File: src/rtl/regfile_scoreboard_pkg.sv
// Shared defaults for the ID-stage register file and pending-write scoreboard.
// The saturation helper keeps ID and hazard logic agreeing on counter limits.
package regfile_scoreboard_pkg;

  localparam int DATA_W_DEF   = 32;
  localparam int NUM_REGS_DEF = 16;
  localparam int ADDR_W_DEF   = 4;
  localparam int NUM_RD_DEF   = 2;
  localparam int CNT_W_DEF    = 2;

  function automatic int cnt_max(input int w);
    return (1 << w) - 1;
  endfunction

  localparam int CNT_MAX_DEF = cnt_max(CNT_W_DEF);

endpackage

File: src/rtl/regfile_scoreboard_counter.sv
// Per-register in-flight write counter.
// Clear wins over inc/dec; simultaneous inc and dec hold the count.
module sb_counter
  import regfile_scoreboard_pkg::*;
#(
  parameter int CNT_W = CNT_W_DEF
) (
  input  logic clk,
  input  logic rst,
  input  logic inc,
  input  logic dec,
  input  logic clr,
  output logic zero,
  output logic one,
  output logic full
);

  logic [CNT_W-1:0] cnt;

  always_ff @(posedge clk or negedge rst) begin
    if (!rst) begin
      cnt <= '0;
    end else if (clr) begin
      cnt <= '0;
    end else if (inc && !dec) begin
      cnt <= cnt + CNT_W'(1);
    end else if (dec && !inc) begin
      cnt <= cnt - CNT_W'(1);
    end
  end

  assign zero = (cnt == '0);
  assign one  = (cnt == CNT_W'(1));
  assign full = (cnt == CNT_W'(cnt_max(CNT_W)));

endmodule

File: src/rtl/regfile_scoreboard.sv
// ID-stage register file with write-through bypass and per-register
// pending-write scoreboard that raises read-after-write hazards.
module regfile_scoreboard
  import regfile_scoreboard_pkg::*;
#(
  parameter int DATA_W   = DATA_W_DEF,
  parameter int NUM_REGS = NUM_REGS_DEF,
  parameter int ADDR_W   = ADDR_W_DEF,
  parameter int NUM_RD   = NUM_RD_DEF,
  parameter int CNT_W    = CNT_W_DEF
) (
  input  logic                     clk,
  input  logic                     rst,
  input  logic [NUM_RD-1:0]        rd_en,
  input  logic [NUM_RD*ADDR_W-1:0] rd_addr,
  output logic [NUM_RD*DATA_W-1:0] rd_data,
  output logic [NUM_RD-1:0]        rd_pending,
  output logic                     hazard,
  input  logic                     issue_valid,
  input  logic [ADDR_W-1:0]        issue_dest,
  output logic                     issue_ready,
  input  logic                     wb_en,
  input  logic [ADDR_W-1:0]        wb_dest,
  input  logic [DATA_W-1:0]        wb_data,
  input  logic                     flush,
  output logic                     sb_err
);

  localparam int NUM_IDX = 1 << ADDR_W;

  logic [DATA_W-1:0] rf [NUM_IDX];
  logic [NUM_IDX-1:0] zero_v;
  logic [NUM_IDX-1:0] one_v;
  logic [NUM_IDX-1:0] full_v;
  logic [NUM_IDX-1:0] valid_v;

  // Indices past NUM_REGS look like empty, never-pending registers.
  for (genvar r = 0; r < NUM_IDX; r++) begin : g_reg
    if (r < NUM_REGS) begin : g_live
      logic [DATA_W-1:0] q;
      logic hit;
      logic inc;
      logic dec;

      assign hit = wb_en && (wb_dest == ADDR_W'(r));
      assign inc = issue_valid && issue_ready
                && (issue_dest == ADDR_W'(r));
      assign dec = hit && !zero_v[r];

      always_ff @(posedge clk or negedge rst) begin
        if (!rst) begin
          q <= '0;
        end else if (hit) begin
          q <= wb_data;
        end
      end

      sb_counter #(
        .CNT_W(CNT_W)
      ) u_cnt (
        .clk (clk),
        .rst (rst),
        .inc (inc),
        .dec (dec),
        .clr (flush),
        .zero(zero_v[r]),
        .one (one_v[r]),
        .full(full_v[r])
      );

      assign rf[r]      = q;
      assign valid_v[r] = 1'b1;
    end else begin : g_none
      assign rf[r]      = '0;
      assign zero_v[r]  = 1'b1;
      assign one_v[r]   = 1'b0;
      assign full_v[r]  = 1'b0;
      assign valid_v[r] = 1'b0;
    end
  end

  for (genvar i = 0; i < NUM_RD; i++) begin : g_rd
    logic [ADDR_W-1:0] a;
    logic wb_hit;

    assign a      = rd_addr[i*ADDR_W +: ADDR_W];
    assign wb_hit = wb_en && (wb_dest == a) && valid_v[a];

    assign rd_data[i*DATA_W +: DATA_W] = wb_hit ? wb_data : rf[a];
    // Last outstanding write arriving now is bypassed; older ones still stall.
    assign rd_pending[i] = rd_en[i] && !zero_v[a]
                        && !(wb_hit && one_v[a]);
  end

  assign hazard = |rd_pending;

  assign issue_ready = !full_v[issue_dest]
                    || (wb_en && (wb_dest == issue_dest));

  always_ff @(posedge clk or negedge rst) begin
    if (!rst) begin
      sb_err <= 1'b0;
    end else if (wb_en && zero_v[wb_dest] && !flush) begin
      sb_err <= 1'b1;
    end
  end

endmodule

File: config.mk
export PLATFORM = sky130hd
export DESIGN_NAME = regfile_scoreboard
export DESIGN_NICKNAME = d
export VERILOG_FILES = /design/src/rtl/regfile_scoreboard_pkg.sv /design/src/rtl/regfile_scoreboard_counter.sv /design/src/rtl/regfile_scoreboard.sv
export SDC_FILE = /design/constraint.sdc
export NUM_CORES = 1
export LEC_CHECK = 0
export ABC_AREA = 0
export CAP_MARGIN = 20
export CORE_ASPECT_RATIO = 0.9
export CORE_MARGIN = 8
export CORE_UTILIZATION = 55
export DETAILED_ROUTE_END_ITERATION = 16
export GPL_TIMING_DRIVEN = 0
export PLACE_DENSITY = 0.81
export SKIP_CTS_REPAIR_TIMING = 1
export SYNTH_ARGS = -nofsm -noshare
export SYNTH_HDL_FRONTEND = slang
export SYNTH_SLANG_ARGS = --single-unit
File: constraint.sdc
create_clock -name clk -period 5.4 [get_ports clk]
set_input_delay 1.08 -clock clk [delete_from_list [all_inputs] [get_ports clk]]
set_output_delay 1.08 -clock clk [all_outputs]
set_load 0.1 [all_outputs]
==> results of run 1 <==
==> layout make-up <==
cell class,count,area (µm²)
clock buffer,79,1650
tap,765,957
buffer,186,883
clock inverter,24,373
timing repair buffer,129,1070
fill,3989,21200
inverter,41,154
sequential,545,13600
multi-input combinational,1281,16700
antenna,2,5.00
==> worst min path at each step <==
stage	from	endpoint	slack, ns	cells after the start
after floorplan	g_reg[7].g_live.q[0]$_DFFE_PN0P_	g_reg[7].g_live.q[0]$_DFFE_PN0P_	0.46	2
after global placement	sb_err$_DFFE_PN0P_	sb_err$_DFFE_PN0P_	0.47	1
after detailed placement	sb_err$_DFFE_PN0P_	sb_err$_DFFE_PN0P_	0.47	1
after CTS	sb_err$_DFFE_PN0P_	sb_err$_DFFE_PN0P_	0.48	1
after global routing	sb_err$_DFFE_PN0P_	sb_err$_DFFE_PN0P_	0.51	1
final	rst	g_reg[5].g_live.u_cnt.cnt[1]$_DFFE_PN0P_	0.43	1
==> cell families after synthesis <==
group	share of synthesized area (%)
multiplexers	45.3
flip-flops	43.6
buffers and inverters	3.14
AND/OR/NAND/NOR	3.29
AO/OA/AOI/OAI	1.42
adder cells (fa/ha/maj)	2.02
XOR/XNOR	1.28
==> metrics by stage <==
stage	setup TNS, ns	utilization (%)	cell area (µm²)	instances
detailed placement	-63.46	59.4	33600	2942
CTS	-63.87	62.9	35600	3045
global route	-0.0339	62.6	35400	3051
global placement	-	59.0	33400	2931
finish	-0.00485	62.6	35400	3052
floorplan	0	-	31300	2054
==> report_power, final <==
part / internal [mW] / leakage (nW) / switching, mW
registers: 4.99 / 6.75 / 0.675
logic: 2.01 / 6.91 / 2.41
clock network: 2.51 / 0.992 / 1.75
total: 9.51 / 14.6 / 4.84
==> sequential cells by signal, summed over array words and instances (netlist names) <==
signal	cells
sb_err	1
g.g_live.q	512
g.g_live.u_cnt.cnt	32
==> placed cells by master (no fill, tap or decap), types with 10 or more instances in the layout <==
cell type	instances
mux2_2	548
dfrtp_1	545
mux4_2	345
nand2_1	113
clkbuf_1	101
buf_2	68
clkbuf_2	61
clkbuf_16	57
ha_1	48
clkdlybuf4s50_1	44
nor2_1	43
inv_1	41
xnor2_1	32
mux2i_1	20
clkbuf_8	14
clkbuf_4	11
nand3_1	11
buf_4	10
a21oi_1	10
==> routing by layer <==
| metal | track usage [%] | up-vias | part of all wire [%] |
|---|---|---|---|
| li1 | - | 8257 | - |
| met2 | 44.8 | 1313 | 47 |
| met3 | 9.02 | 325 | 11 |
| met5 | 0 | - | 0.041 |
| met4 | 12.7 | 6 | 4.8 |
| met1 | 38.0 | 11100 | 38 |
==> impl_metrics.ini, run 1 <==
[outcome]
status = complete, but fails checks
violations = negative setup slack

[route]
dr_total_vias = 21000
wire_per_inst_um = 30.9
ant_nets = 0
totalWireLength_um = 94200
drcViolationCount = 0
routed_via_density = 6.89
first_pass_iters = 5
drt_first_iter_violations = 2442

[placement]
post-place-ws_ns = -1.13
place_hpwl_um = 63400
gp_congestion = 0.882
port_buffers = 112

[cts]
clk_latency_ns = 0.64
clk_path_buf_depth = 3
clock-sinks = 545
cts_tree = done
cts_made_buffers = 56
clk_pin_slew_worst_paths_ns = 0.06
htree_levels = 2
cts-root-buf = clkbuf_16

[worst_setup_path]
startpoint_type = primary input
ff2ff_setup_slack_ns = 2.87
cp_data_arrival_time_ns = 4.32
crit-reg2reg-launch = g_reg[10].g_live.u_cnt.cnt[0]$_DFFE_PN0P_
cpPeakStageDelay_ns = 0.56
ff2ff_path_depth = 8
reg2reg_to = g_reg[8].g_live.u_cnt.cnt[1]$_DFFE_PN0P_
timing.critical_path.buf_inv = 5
startpoint = rd_addr[1]
cp_cell_sequence = clkdlybuf4s50_1 -> buf_2 -> buf_2 -> buf_2 -> mux4_2 -> mux4_2 -> mux2_2 -> clkbuf_2
cpLargestDelayFamily = buffers and inverters
crit_slowest_cell = clkdlybuf4s50_1
critical_path_class = in2out
crit_path_end_kind = primary output
critical_path_depth = 8
critPathCapture = rd_data[19]
crit_required_ns = 4.32
crit_fanout = 10
cpMostUsedCell = buf_2

[floorplanning]
fp-row-count = 83
die_height_um = 242
die-area_um2 = 64800
start_util_pct = 55.3
die_w_um = 267
core_region_area_um2 = 56600
io-pin-count = 124

[layout]
layout.nets = 2343
drive_above_1_share_pct = 51.6
area_delta_synth_final_pct = 13.3

[yosys]
netlist_area_um2 = 31300
ys_seq_elements = 545
netlist.area_leader.share_pct = 43.6
synth_warnings = 0
synth_largest_area_cell = dfrtp_1
synth_cells = 2054
ys_seq_area_share_pct = 43.6
synth_cell_types = 61
synth_flop_cell = dfrtp_1
synth_common_cells = mux2_2, dfrtp_1, mux4_2
syn-num-nets = 2157
yosys-top-cells-area = dfrtp_1, mux4_2, mux2_2
synth.most_common_cell = mux2_2
synth-edff-count = 0
syn_avg_cell_area_um2 = 15.2
async_reset_ff_share_pct = 100

[hold_path]
hold_path.class = in2async

[timing]
finalCritPeriodShare_pct = 100
setup_viol = 1
holdWs_ns = 0.434
finalHoldViolations = 0
relSlewSlack_pct = 17.7
slew_violations = 0
final.setup_skew_ns = 0.00472
fmax_mhz = 185
max_slew.worst_pin.slew_ns = 1.23
layout_min_cycle_time_ns = 5.40
finalWorstSetupSlack_ns = -0.00485

[grt]
grt_overflow = 0
antenna_found_initial = 5
grt_pass1_wl_um = 141000
grt_use_total_pct = 29.1
grt_pass1_vias = 22300
grt_max_degree = 122

[power]
ir_worst_vdd_mv = 0.332
power.leakage_nw = 14.6
p_per_area_nw_per_um2 = 405
p_total_mw = 14.4

[run]
drv_cap = 0
No activity file was read; power rests on OpenSTA's default activity.
==> run 2: changes to the inputs <==
--- a/config.mk
+++ b/config.mk
@@ -7,13 +7,14 @@
 export LEC_CHECK = 0
 export ABC_AREA = 0
 export CAP_MARGIN = 20
+export CELL_PAD_IN_SITES_DETAIL_PLACEMENT = 0
+export CELL_PAD_IN_SITES_GLOBAL_PLACEMENT = 1
 export CORE_ASPECT_RATIO = 0.9
 export CORE_MARGIN = 8
 export CORE_UTILIZATION = 55
 export DETAILED_ROUTE_END_ITERATION = 16
 export GPL_TIMING_DRIVEN = 0
-export PLACE_DENSITY = 0.81
-export SKIP_CTS_REPAIR_TIMING = 1
+export PLACE_DENSITY = 0.92
 export SYNTH_ARGS = -nofsm -noshare
 export SYNTH_HDL_FRONTEND = slang
 export SYNTH_SLANG_ARGS = --single-unit
==> impl_metrics.ini, run 2 (synthesis results as in run 1) <==
[outcome]
status = finished, final reports clean

[timing]
setup_viol = 0
slew_violations = 0
rsz0062_at_grt = no
finalWorstSetupSlack_ns = 0.0213
final.setup_skew_ns = 0.00757
finalHoldViolations = 0
relSlewSlack_pct = 23.0
max_slew.worst_pin.slew_ns = 1.15
layout_min_cycle_time_ns = 5.38
finalCritPeriodShare_pct = 99.6
fmax_mhz = 186

[cts]
clk_latency_ns = 0.62
postCtsSetupBuffers = 0
cts_tree = done
cts-root-buf = clkbuf_16
clk_path_buf_depth = 3
clock-sinks = 545
clk_pin_slew_worst_paths_ns = 0.06
cts_made_buffers = 55
htree_levels = 2

[layout]
seq_area_um2 = 13600
multiInputGateArea_um2 = 16700
largest_reg_flops = 512
drive_above_1_share_pct = 51.4
regMostFlops = g.g_live.q
fillers = 4049
final_cell_mix = mux2_2, dfrtp_1, mux4_2
final_cells = 3046
layout.nets = 2339
reg.largest.list = g.g_live.q x512, g.g_live.u_cnt.cnt x32, sb_err x1
area_delta_synth_final_pct = 13.3
layout_commonest_cell = mux2_2
fin_area_um2 = 35500

[floorplanning]
die_height_um = 242
die_w_um = 267
fp-row-count = 83
die-area_um2 = 64800
io-pin-count = 124
core_region_area_um2 = 56600
start_util_pct = 55.3

[grt]
grt_pass1_wl_um = 139000
grt_use_total_pct = 28.8
grt_overflow = 0
antenna_found_initial = 2
grt_max_degree = 109
grt_pass1_vias = 21800

[placement]
dp_cells = 2942
place_hpwl_um = 63300
placed_area_um2 = 33600
gp_congestion = 0.866
post-place-ws_ns = -1.18
port_buffers = 112

[route]
totalWireLength_um = 92700
drcViolationCount = 0
ant_nets = 0
drt_first_iter_violations = 2168
first_pass_iters = 9
wire_per_inst_um = 30.4
dr_total_vias = 20600
routed_via_density = 6.76

[power]
power.leakage_nw = 14.6
combPwrFrac_pct = 31.4
clock_power_share_pct = 28.5
power.share.switching_pct = 33.4
p_per_area_nw_per_um2 = 397
p_total_mw = 14.1
power_frac_seq_pct = 40.0
netSwitchingPower_mw = 4.71
p_int_mw = 9.37
ir_worst_vdd_mv = 0.255

[worst_setup_path]
crit_slowest_cell = clkdlybuf4s50_1
crit_required_ns = 4.32
crit_fanout = 10
cpLargestDelayFamily = buffers and inverters
critical_path_class = in2out
cp_cell_sequence = clkdlybuf4s50_1 -> buf_2 -> buf_2 -> buf_2 -> mux4_2 -> mux4_2 -> mux2_2 -> clkdlybuf4s15_2
cpPeakStageDelay_ns = 0.54
cp_data_arrival_time_ns = 4.30
crit_path_end_kind = primary output
timing.critical_path.buf_inv = 5
cpMostUsedCell = buf_2
startpoint_type = primary input

[hold_path]
hold_path.class = in2async

[run]
drv_cap = 0
run 2: through the flow:
step	hold slack (ns)	util, %	TNS, ns
3_3_place_gp	0.473	59.0	-
3_5_place_dp	0.486	59.4	-61.24
4_1_cts	0.463	62.8	-0.0589
5_1_grt	0.489	62.6	0
6_report	0.439	62.6	0
2_1_floorplan	0.458	-	0
run 2: final cells by class:
type                    count  share of cell area, %
diodes                      3                 0.0212
plain buffers             187                   2.58
clock buffers              84                   4.76
clock inverters            15                  0.593
inverters                  41                  0.434
multi-input cells        1281                   47.1
flip-flops and latches    545                   38.5
well taps                 765                   2.70
repair buffers            125                   3.29
run 2: per-layer routing:
layer	wire [µm]	global-route usage (%)
met2	44300	45.1
met4	3710	11.1
met5	0	0
met3	9480	7.73
met1	35200	38.4
run 2: final timing paths:
kind / start / to / slack (ns) / cells past startpoint
max: rd_addr[1] / rd_data[19] / 0.02 / 8
min: rst / g_reg[5].g_live.u_cnt.cnt[1]$_DFFE_PN0P_ / 0.44 / 1
max reg2reg: g_reg[2].g_live.u_cnt.cnt[0]$_DFFE_PN0P_ / g_reg[8].g_live.u_cnt.cnt[1]$_DFFE_PN0P_ / 2.82 / 8
min reg2reg: g_reg[7].g_live.q[13]$_DFFE_PN0P_ / g_reg[7].g_live.q[13]$_DFFE_PN0P_ / 0.50 / 2
max in group asynchronous: rst / g_reg[15].g_live.q[6]$_DFFE_PN0P_ / 3.43 / 3
min in group clk: g_reg[7].g_live.q[13]$_DFFE_PN0P_ / g_reg[7].g_live.q[13]$_DFFE_PN0P_ / 0.50 / 2
run 2: power by group through the flow:
stage               registers [mW]  clock network (mW)  logic (mW)
floorplan                     5.46                   0        3.54
global placement              5.58                   0        4.41
detailed placement            5.68                   0        4.53
CTS                           5.61                4.04        4.48
global route                  5.75                4.22        4.63
finish                        5.64                4.02        4.43
run 2: repair_timing:
| item | 4_1_cts | 5_1_grt |
|---|---|---|
| endpoints found under the setup margin | 67 | 48 |
| resized for setup | 314 | 69 |
| pin swaps | 0 | 0 |
| cloned | 0 | 0 |
| hold buffers | 0 | 0 |
